===== config.mk =====
export PLATFORM = sky130hd
export DESIGN_NAME = instruction_fetch
export DESIGN_NICKNAME = d
export VERILOG_FILES = /design/src/rtl/instruction_fetch_pkg.sv /design/src/rtl/instruction_fetch_skid.sv /design/src/rtl/instruction_fetch.sv
export SDC_FILE = /design/constraint.sdc
export NUM_CORES = 1
export LEC_CHECK = 0
export ABC_AREA = 1
export ABC_CLOCK_PERIOD_IN_PS = 3400
export CORE_UTILIZATION = 56
export DETAILED_ROUTE_END_ITERATION = 12
export PLACE_DENSITY = 0.85
export SETUP_SLACK_MARGIN = 0.3
export SYNTH_ARGS = -nofsm -noshare
export SYNTH_HDL_FRONTEND = slang
export SYNTH_SLANG_ARGS = --single-unit

===== constraint.sdc =====
create_clock -name clk -period 3.4 [get_ports clk]
set_input_delay 0.68 -clock clk [delete_from_list [all_inputs] [get_ports clk]]
set_output_delay 0.68 -clock clk [all_outputs]
set_load 0.03 [all_outputs]

===== src/rtl/instruction_fetch_pkg.sv =====
// ---------------------------------------------------------------------------
// instruction_fetch_pkg
//   Shared definitions for the fetch stage: default widths, reset PC,
//   instruction field positions, control-group / HALT encodings, the fetch
//   FSM state type and a helper that recognises a HALT word.
//   No ports (package).
// ---------------------------------------------------------------------------
package instruction_fetch_pkg;

  localparam int ADDR_W  = 8;
  localparam int INSTR_W = 32;

  localparam logic [ADDR_W-1:0] RESET_PC_DEFAULT = 8'h00;

  // Command group sits in the top three bits, command in the next four.
  localparam int GROUP_MSB = 31;
  localparam int GROUP_W   = 3;
  localparam int CMD_MSB   = 28;
  localparam int CMD_W     = 4;

  localparam logic [GROUP_W-1:0] GRP_CTRL = 3'b111;
  localparam logic [CMD_W-1:0]   CMD_HALT = 4'b1111;

  typedef enum logic [1:0] {
    S_START = 2'd0,
    S_RUN   = 2'd1,
    S_HALT  = 2'd2
  } fetch_state_t;

  // True when the word is the control-group HALT command.
  function automatic logic is_halt_word(input logic [INSTR_W-1:0] word);
    return (word[GROUP_MSB -: GROUP_W] == GRP_CTRL) &&
           (word[CMD_MSB -: CMD_W] == CMD_HALT);
  endfunction

endpackage


===== src/rtl/instruction_fetch_skid.sv =====
// ---------------------------------------------------------------------------
// fetch_skid_buffer
//   One-entry holding register for a fetched {word, pc} pair that returned
//   from the ROM while the output register was occupied and not accepted.
// Ports
//   clk, rst_n   clock, asynchronous active-low reset
//   push         load push_word/push_pc into the entry
//   pop          entry consumed by the output register this cycle
//   flush        discard the entry (jump / halt); wins over push and pop
//   push_word    instruction word to store
//   push_pc      address of push_word
//   full         entry holds a valid word
//   word, pc     stored entry
// ---------------------------------------------------------------------------
module fetch_skid_buffer #(
  parameter int ADDR_WIDTH  = 8,
  parameter int INSTR_WIDTH = 32
) (
  input  logic                   clk,
  input  logic                   rst_n,
  input  logic                   push,
  input  logic                   pop,
  input  logic                   flush,
  input  logic [INSTR_WIDTH-1:0] push_word,
  input  logic [ADDR_WIDTH-1:0]  push_pc,
  output logic                   full,
  output logic [INSTR_WIDTH-1:0] word,
  output logic [ADDR_WIDTH-1:0]  pc
);

  // A push in the same cycle as a pop replaces the entry, so a stream can
  // pass through the skid at full rate while the output is reloading.
  always_ff @(posedge clk or negedge rst_n) begin
    if (!rst_n) begin
      full <= 1'b0;
      word <= '0;
      pc   <= '0;
    end else if (flush) begin
      full <= 1'b0;
    end else if (push) begin
      full <= 1'b1;
      word <= push_word;
      pc   <= push_pc;
    end else if (pop) begin
      full <= 1'b0;
    end
  end

endmodule


===== src/rtl/instruction_fetch.sv =====
// ---------------------------------------------------------------------------
// instruction_fetch
//   Fetch stage: owns the PC, reads a synchronous instruction ROM and hands
//   one word per cycle to the splitter over a valid/ready handshake. Copes
//   with back-pressure (output register + one skid entry), jump redirects
//   and HALT.
// Ports
//   clk, rst_n     clock, asynchronous active-low reset
//   imem_addr      ROM read address (current PC)
//   imem_rd_en     ROM read strobe
//   imem_rdata     ROM data, valid the cycle after imem_rd_en
//   jump_valid     one-cycle redirect request
//   jump_target    redirect address
//   instr_ready    downstream accepts the word this cycle
//   instruction    fetched word
//   instr_pc       address of the fetched word
//   instr_valid    instruction/instr_pc valid
//   halted         fetch stopped on HALT
// ---------------------------------------------------------------------------
module instruction_fetch
  import instruction_fetch_pkg::*;
#(
  parameter int                    ADDR_WIDTH  = ADDR_W,
  parameter int                    INSTR_WIDTH = INSTR_W,
  parameter logic [ADDR_WIDTH-1:0] RESET_PC    = RESET_PC_DEFAULT
) (
  input  logic                   clk,
  input  logic                   rst_n,
  output logic [ADDR_WIDTH-1:0]  imem_addr,
  output logic                   imem_rd_en,
  input  logic [INSTR_WIDTH-1:0] imem_rdata,
  input  logic                   jump_valid,
  input  logic [ADDR_WIDTH-1:0]  jump_target,
  input  logic                   instr_ready,
  output logic [INSTR_WIDTH-1:0] instruction,
  output logic [ADDR_WIDTH-1:0]  instr_pc,
  output logic                   instr_valid,
  output logic                   halted
);

  fetch_state_t            state_q;
  logic [ADDR_WIDTH-1:0]   pc_q;
  logic [ADDR_WIDTH-1:0]   inflight_pc_q;
  logic                    inflight_q;

  logic                    accept;
  logic                    halt_accept;
  logic                    out_free;
  logic [1:0]              occ_next;
  logic                    room;
  logic                    issue;

  logic                    skid_full;
  logic                    skid_push;
  logic                    skid_pop;
  logic                    skid_flush;
  logic [INSTR_WIDTH-1:0]  skid_word;
  logic [ADDR_WIDTH-1:0]   skid_pc;

  assign accept      = instr_valid && instr_ready;
  assign halt_accept = accept && (state_q == S_RUN) && is_halt_word(instruction);
  assign out_free    = !instr_valid || accept;

  // Words that will still be held after this edge: output, skid and the
  // request now returning from the ROM, minus the one being accepted. A new
  // request lands one cycle later, so it may only be issued when at most one
  // of the two storage slots is spoken for; otherwise a stall arriving while
  // a word is in flight would overflow the skid. accept implies instr_valid,
  // so the subtraction never wraps.
  assign occ_next = {1'b0, instr_valid} + {1'b0, skid_full} + {1'b0, inflight_q}
                  - {1'b0, accept};
  assign room     = (occ_next <= 2'd1);

  // Jump and HALT acceptance both suppress issue in their own cycle.
  assign issue = (state_q == S_RUN) && room && !jump_valid && !halt_accept;

  assign imem_rd_en = issue;
  assign imem_addr  = pc_q;

  // The returning word goes straight to the output register when that is
  // free and nothing older is waiting in the skid; otherwise it is parked.
  assign skid_flush = jump_valid || halt_accept;
  assign skid_pop   = out_free && skid_full;
  assign skid_push  = inflight_q && !(out_free && !skid_full);

  fetch_skid_buffer #(
    .ADDR_WIDTH  (ADDR_WIDTH),
    .INSTR_WIDTH (INSTR_WIDTH)
  ) u_skid (
    .clk       (clk),
    .rst_n     (rst_n),
    .push      (skid_push),
    .pop       (skid_pop),
    .flush     (skid_flush),
    .push_word (imem_rdata),
    .push_pc   (inflight_pc_q),
    .full      (skid_full),
    .word      (skid_word),
    .pc        (skid_pc)
  );

  // Fetch FSM, PC, in-flight tracking and the registered output stage.
  // A jump overrides everything, including a HALT accepted the same cycle.
  // HALT discards anything fetched past it; otherwise the output reloads
  // from the skid before taking fresh ROM data so order is preserved.
  always_ff @(posedge clk or negedge rst_n) begin
    if (!rst_n) begin
      state_q       <= S_START;
      pc_q          <= RESET_PC;
      inflight_q    <= 1'b0;
      inflight_pc_q <= '0;
      instruction   <= '0;
      instr_pc      <= '0;
      instr_valid   <= 1'b0;
      halted        <= 1'b0;
    end else if (jump_valid) begin
      state_q     <= S_RUN;
      pc_q        <= jump_target;
      inflight_q  <= 1'b0;
      instr_valid <= 1'b0;
      halted      <= 1'b0;
    end else begin
      case (state_q)
        S_START: state_q <= S_RUN;
        S_RUN: begin
          if (halt_accept) begin
            state_q <= S_HALT;
            halted  <= 1'b1;
          end
        end
        S_HALT:  state_q <= S_HALT;
        default: state_q <= S_START;
      endcase

      if (halt_accept) begin
        instr_valid <= 1'b0;
        inflight_q  <= 1'b0;
      end else begin
        if (out_free) begin
          if (skid_full) begin
            instruction <= skid_word;
            instr_pc    <= skid_pc;
            instr_valid <= 1'b1;
          end else if (inflight_q) begin
            instruction <= imem_rdata;
            instr_pc    <= inflight_pc_q;
            instr_valid <= 1'b1;
          end else begin
            instr_valid <= 1'b0;
          end
        end

        inflight_q <= issue;
        if (issue) begin
          pc_q          <= pc_q + ADDR_WIDTH'(1);
          inflight_pc_q <= pc_q;
        end
      end
    end
  end

endmodule


==> qor.txt <==
Outcome: completed
Crit path DAT: 2.36 ns
DRT iter0 DRCs: 157
Gate Count Post-Synth: 521
Routed wire per std cell: 14.5 um
Setup crit end kind: primary output
Final hold viol count: 0
Fraction of layout cells with a size suffix above 1: 0.0982
Global routing met1 resource utilization: 0.329
RSZ-0062 raised after global routing: no
Wirelength, routed: 10400 um
Worst Path Required: 2.72 ns
Reg2Reg Depth: 5
Fin crit period: 3.04 ns
Via Count: 3832
CTS Buf Count: 9
GPL Wtd Cong: 0.790
Clock sinks: 102
Post-Syn Nets: 570
Delay of the slowest cell on the worst path: 0.28 ns
Met3 usage: 0.0386
Sequential fraction of the synthesis area: 0.529
Die width: 94.9 um
Post-Layout Cell Count: 716
Die area: 9000 um2
CP cell instances: dlygate4sd2_1, nand2_2, inv_1, ha_1, inv_1, ha_1, nand2_1, nand2_1, nand2_1, nand2_1, nand4_1, inv_2, buf_4
CTS clk-pin slew, worst paths: 0.10 ns
Clock Tree Root: clkbuf_8
Layout Nets: 655
Die Height: 94.9 um
Slew margin rel.: 0.517
First-pass detailed-route iteration total: 4
IO Pins: 95
Fin Setup TNS: 0 ns
Post-synth top area cell: dfrtp_1
WHS: 0.356 ns
Maximum clock rate: 329 MHz
Post-synthesis cell area: 4830 um2
Yosys reg bits: 102
Max-cap violation count: 0
Top cells by area, synth: dfrtp_1 53%, nand2_1 15%, mux2i_1 7.9%
Top cell by count, worst path: nand2_1
Largest net degree at the start of global routing: 82
Critical path launch point type: primary input
Total number of H-tree levels: 3
Period utilization: 0.895
Met2 GRT Util: 0.409
CTS tree: yes
Max-slew violations: 0
Worst-path fanout max: 2
Initial Util: 0.582
Core Area: 8300 um2
Pleak: 2.78 nW
Final Skew: 0.0104 ns
Placed Cells: 699
Initial antenna violation count: 0
Synth unique cells: 27
R2r setup slk: 1.01 ns
Layout area overhead: 22.9%
Synth cell count leaders: 192 x nand2_1, 102 x dfrtp_1, 43 x o21ai_0
Register Area: 2550 um2
Syn_area_per_cell: 9.27 um2
All-Layer GR Usage: 0.245
Filler cells: 628
CP startpoint: instr_ready
Via density: 5.35
Post-synth top flop: dfrtp_1
Synth async-reset ratio: 1.00
Top-count cell post-synth: nand2_1
Hold Path Class: primary input to async pin
PortBufs: 94
Multi-input gate area: 1970 um2
Worst VDD drop: 0.000445 V
Row count: 33
Top-area cell type share of the netlist area: 0.529
Crit Path Category: primary input to primary output
Reg2reg end: instruction[22]
Number of enable flip-flop cells after synthesis: 0
CTS Buffer Depth: 2
Pwr per Cell Area: 826 nW/um2
Number of global-route vias before repair: 3552
Final setup fails: 0
# diodes: 0
Post-DRT Antenna Nets: 0
Reg-to-reg startpoint: u_skid.full
DP HPWL: 6780 um
DRC violations left: 0
Total congestion overflow: 0
Yosys warning count: 0
Worst-Skew Late Latency: 0.36 ns
Global-route wire length before repair: 17000 um
GRT Max-Usage Layer: met2
Tightest Pin Transition: 0.723 ns
Crit-path slowest cell: dlygate4sd2_1
## worst max-delay path by stage
stage / to
2_1_floorplan: imem_rd_en
3_3_place_gp: imem_rd_en
3_5_place_dp: imem_rd_en
4_1_cts: imem_rd_en
5_1_grt: imem_rd_en
6_report: imem_rd_en
## timing repair
| action | 4_1_cts | 5_1_grt |
|---|---|---|
| endpoints found under the setup margin | 1 | 0 |
| setup buffers | 1 | 0 |
| resized for setup | 2 | 0 |
| hold buffers | 0 | 0 |
## per-stage QoR
stage               power [W]  utilization  area (um2)  setup WS, ns
floorplan             0.00334            -        4830         0.765
global placement      0.00408        0.691        5740         0.178
detailed placement    0.00417        0.691        5740        0.0933
CTS                   0.00492        0.715        5930         0.357
global route          0.00524        0.715        5930         0.309
finish                0.00490        0.715        5930         0.356
## registers in the layout (all words and copies together) (netlist names)
register	count
state_q	2
instruction	32
u_skid.full	1
u_skid.pc	8
instr_valid	1
inflight_q	1
halted	1
imem_addr	8
inflight_pc_q	8
instr_pc	8
u_skid.word	32
## per-layer routing
| metal | vias up | wire length, um |
|---|---|---|
| met5 | - | 0 |
| met4 | 0 | 142 |
| met3 | 12 | 570 |
| met2 | 111 | 5070 |
| met1 | 1844 | 4580 |
| li1 | 1865 | - |
## worst max-delay path: cells and delay by family
family | cells | cell delay [ns]
buffers and inverters | 5 | 0.64
adder cells (fa/ha/maj) | 2 | 0.53
AND/OR/NAND/NOR | 6 | 0.52
## placed cells by master, fill, tap and decap left out, drive strengths merged
cell type	Yosys	routed
a21oi	1	1
buf	26	11
bufinv	0	1
clkbuf	3	11
clkdlybuf4s50	0	91
clkinv	0	3
clkinvlp	0	1
dfrtp	102	102
dlygate4sd2	0	1
ha	5	5
inv	22	22
mux2i	38	38
nand2	196	196
nand3	55	55
nand4	1	1
nor2	13	13
o21a	1	1
o21ai	55	55
xnor2	1	1
xor2	2	2
## power by group
part           leakage, nW  switching [W]  internal, W
clock               0.0935       0.000409     0.000343
combinational         1.37        0.00121     0.000833
sequential            1.31       0.000367      0.00174
total                 2.78        0.00199      0.00292
## logic make-up after synthesis
logic type      Yosys count  share of synthesized area
simple gates            265                      0.251
buf+inv                  51                     0.0630
mux                      38                     0.0788
flops                   102                      0.529
fa+ha+maj                 5                     0.0130
xor+xnor                  3                    0.00544
compound gates           57                     0.0604
## cell type report
class	count	area share
Sequential cell	102	0.430
Multi-Input combinational cell	368	0.332
Timing Repair Buffer	103	0.169
Clock buffer	11	0.0221
Tap cell	105	0.0221
Inverter	22	0.0139
Clock inverter	5	0.0101
No activity file was read; power rests on OpenSTA's default activity.
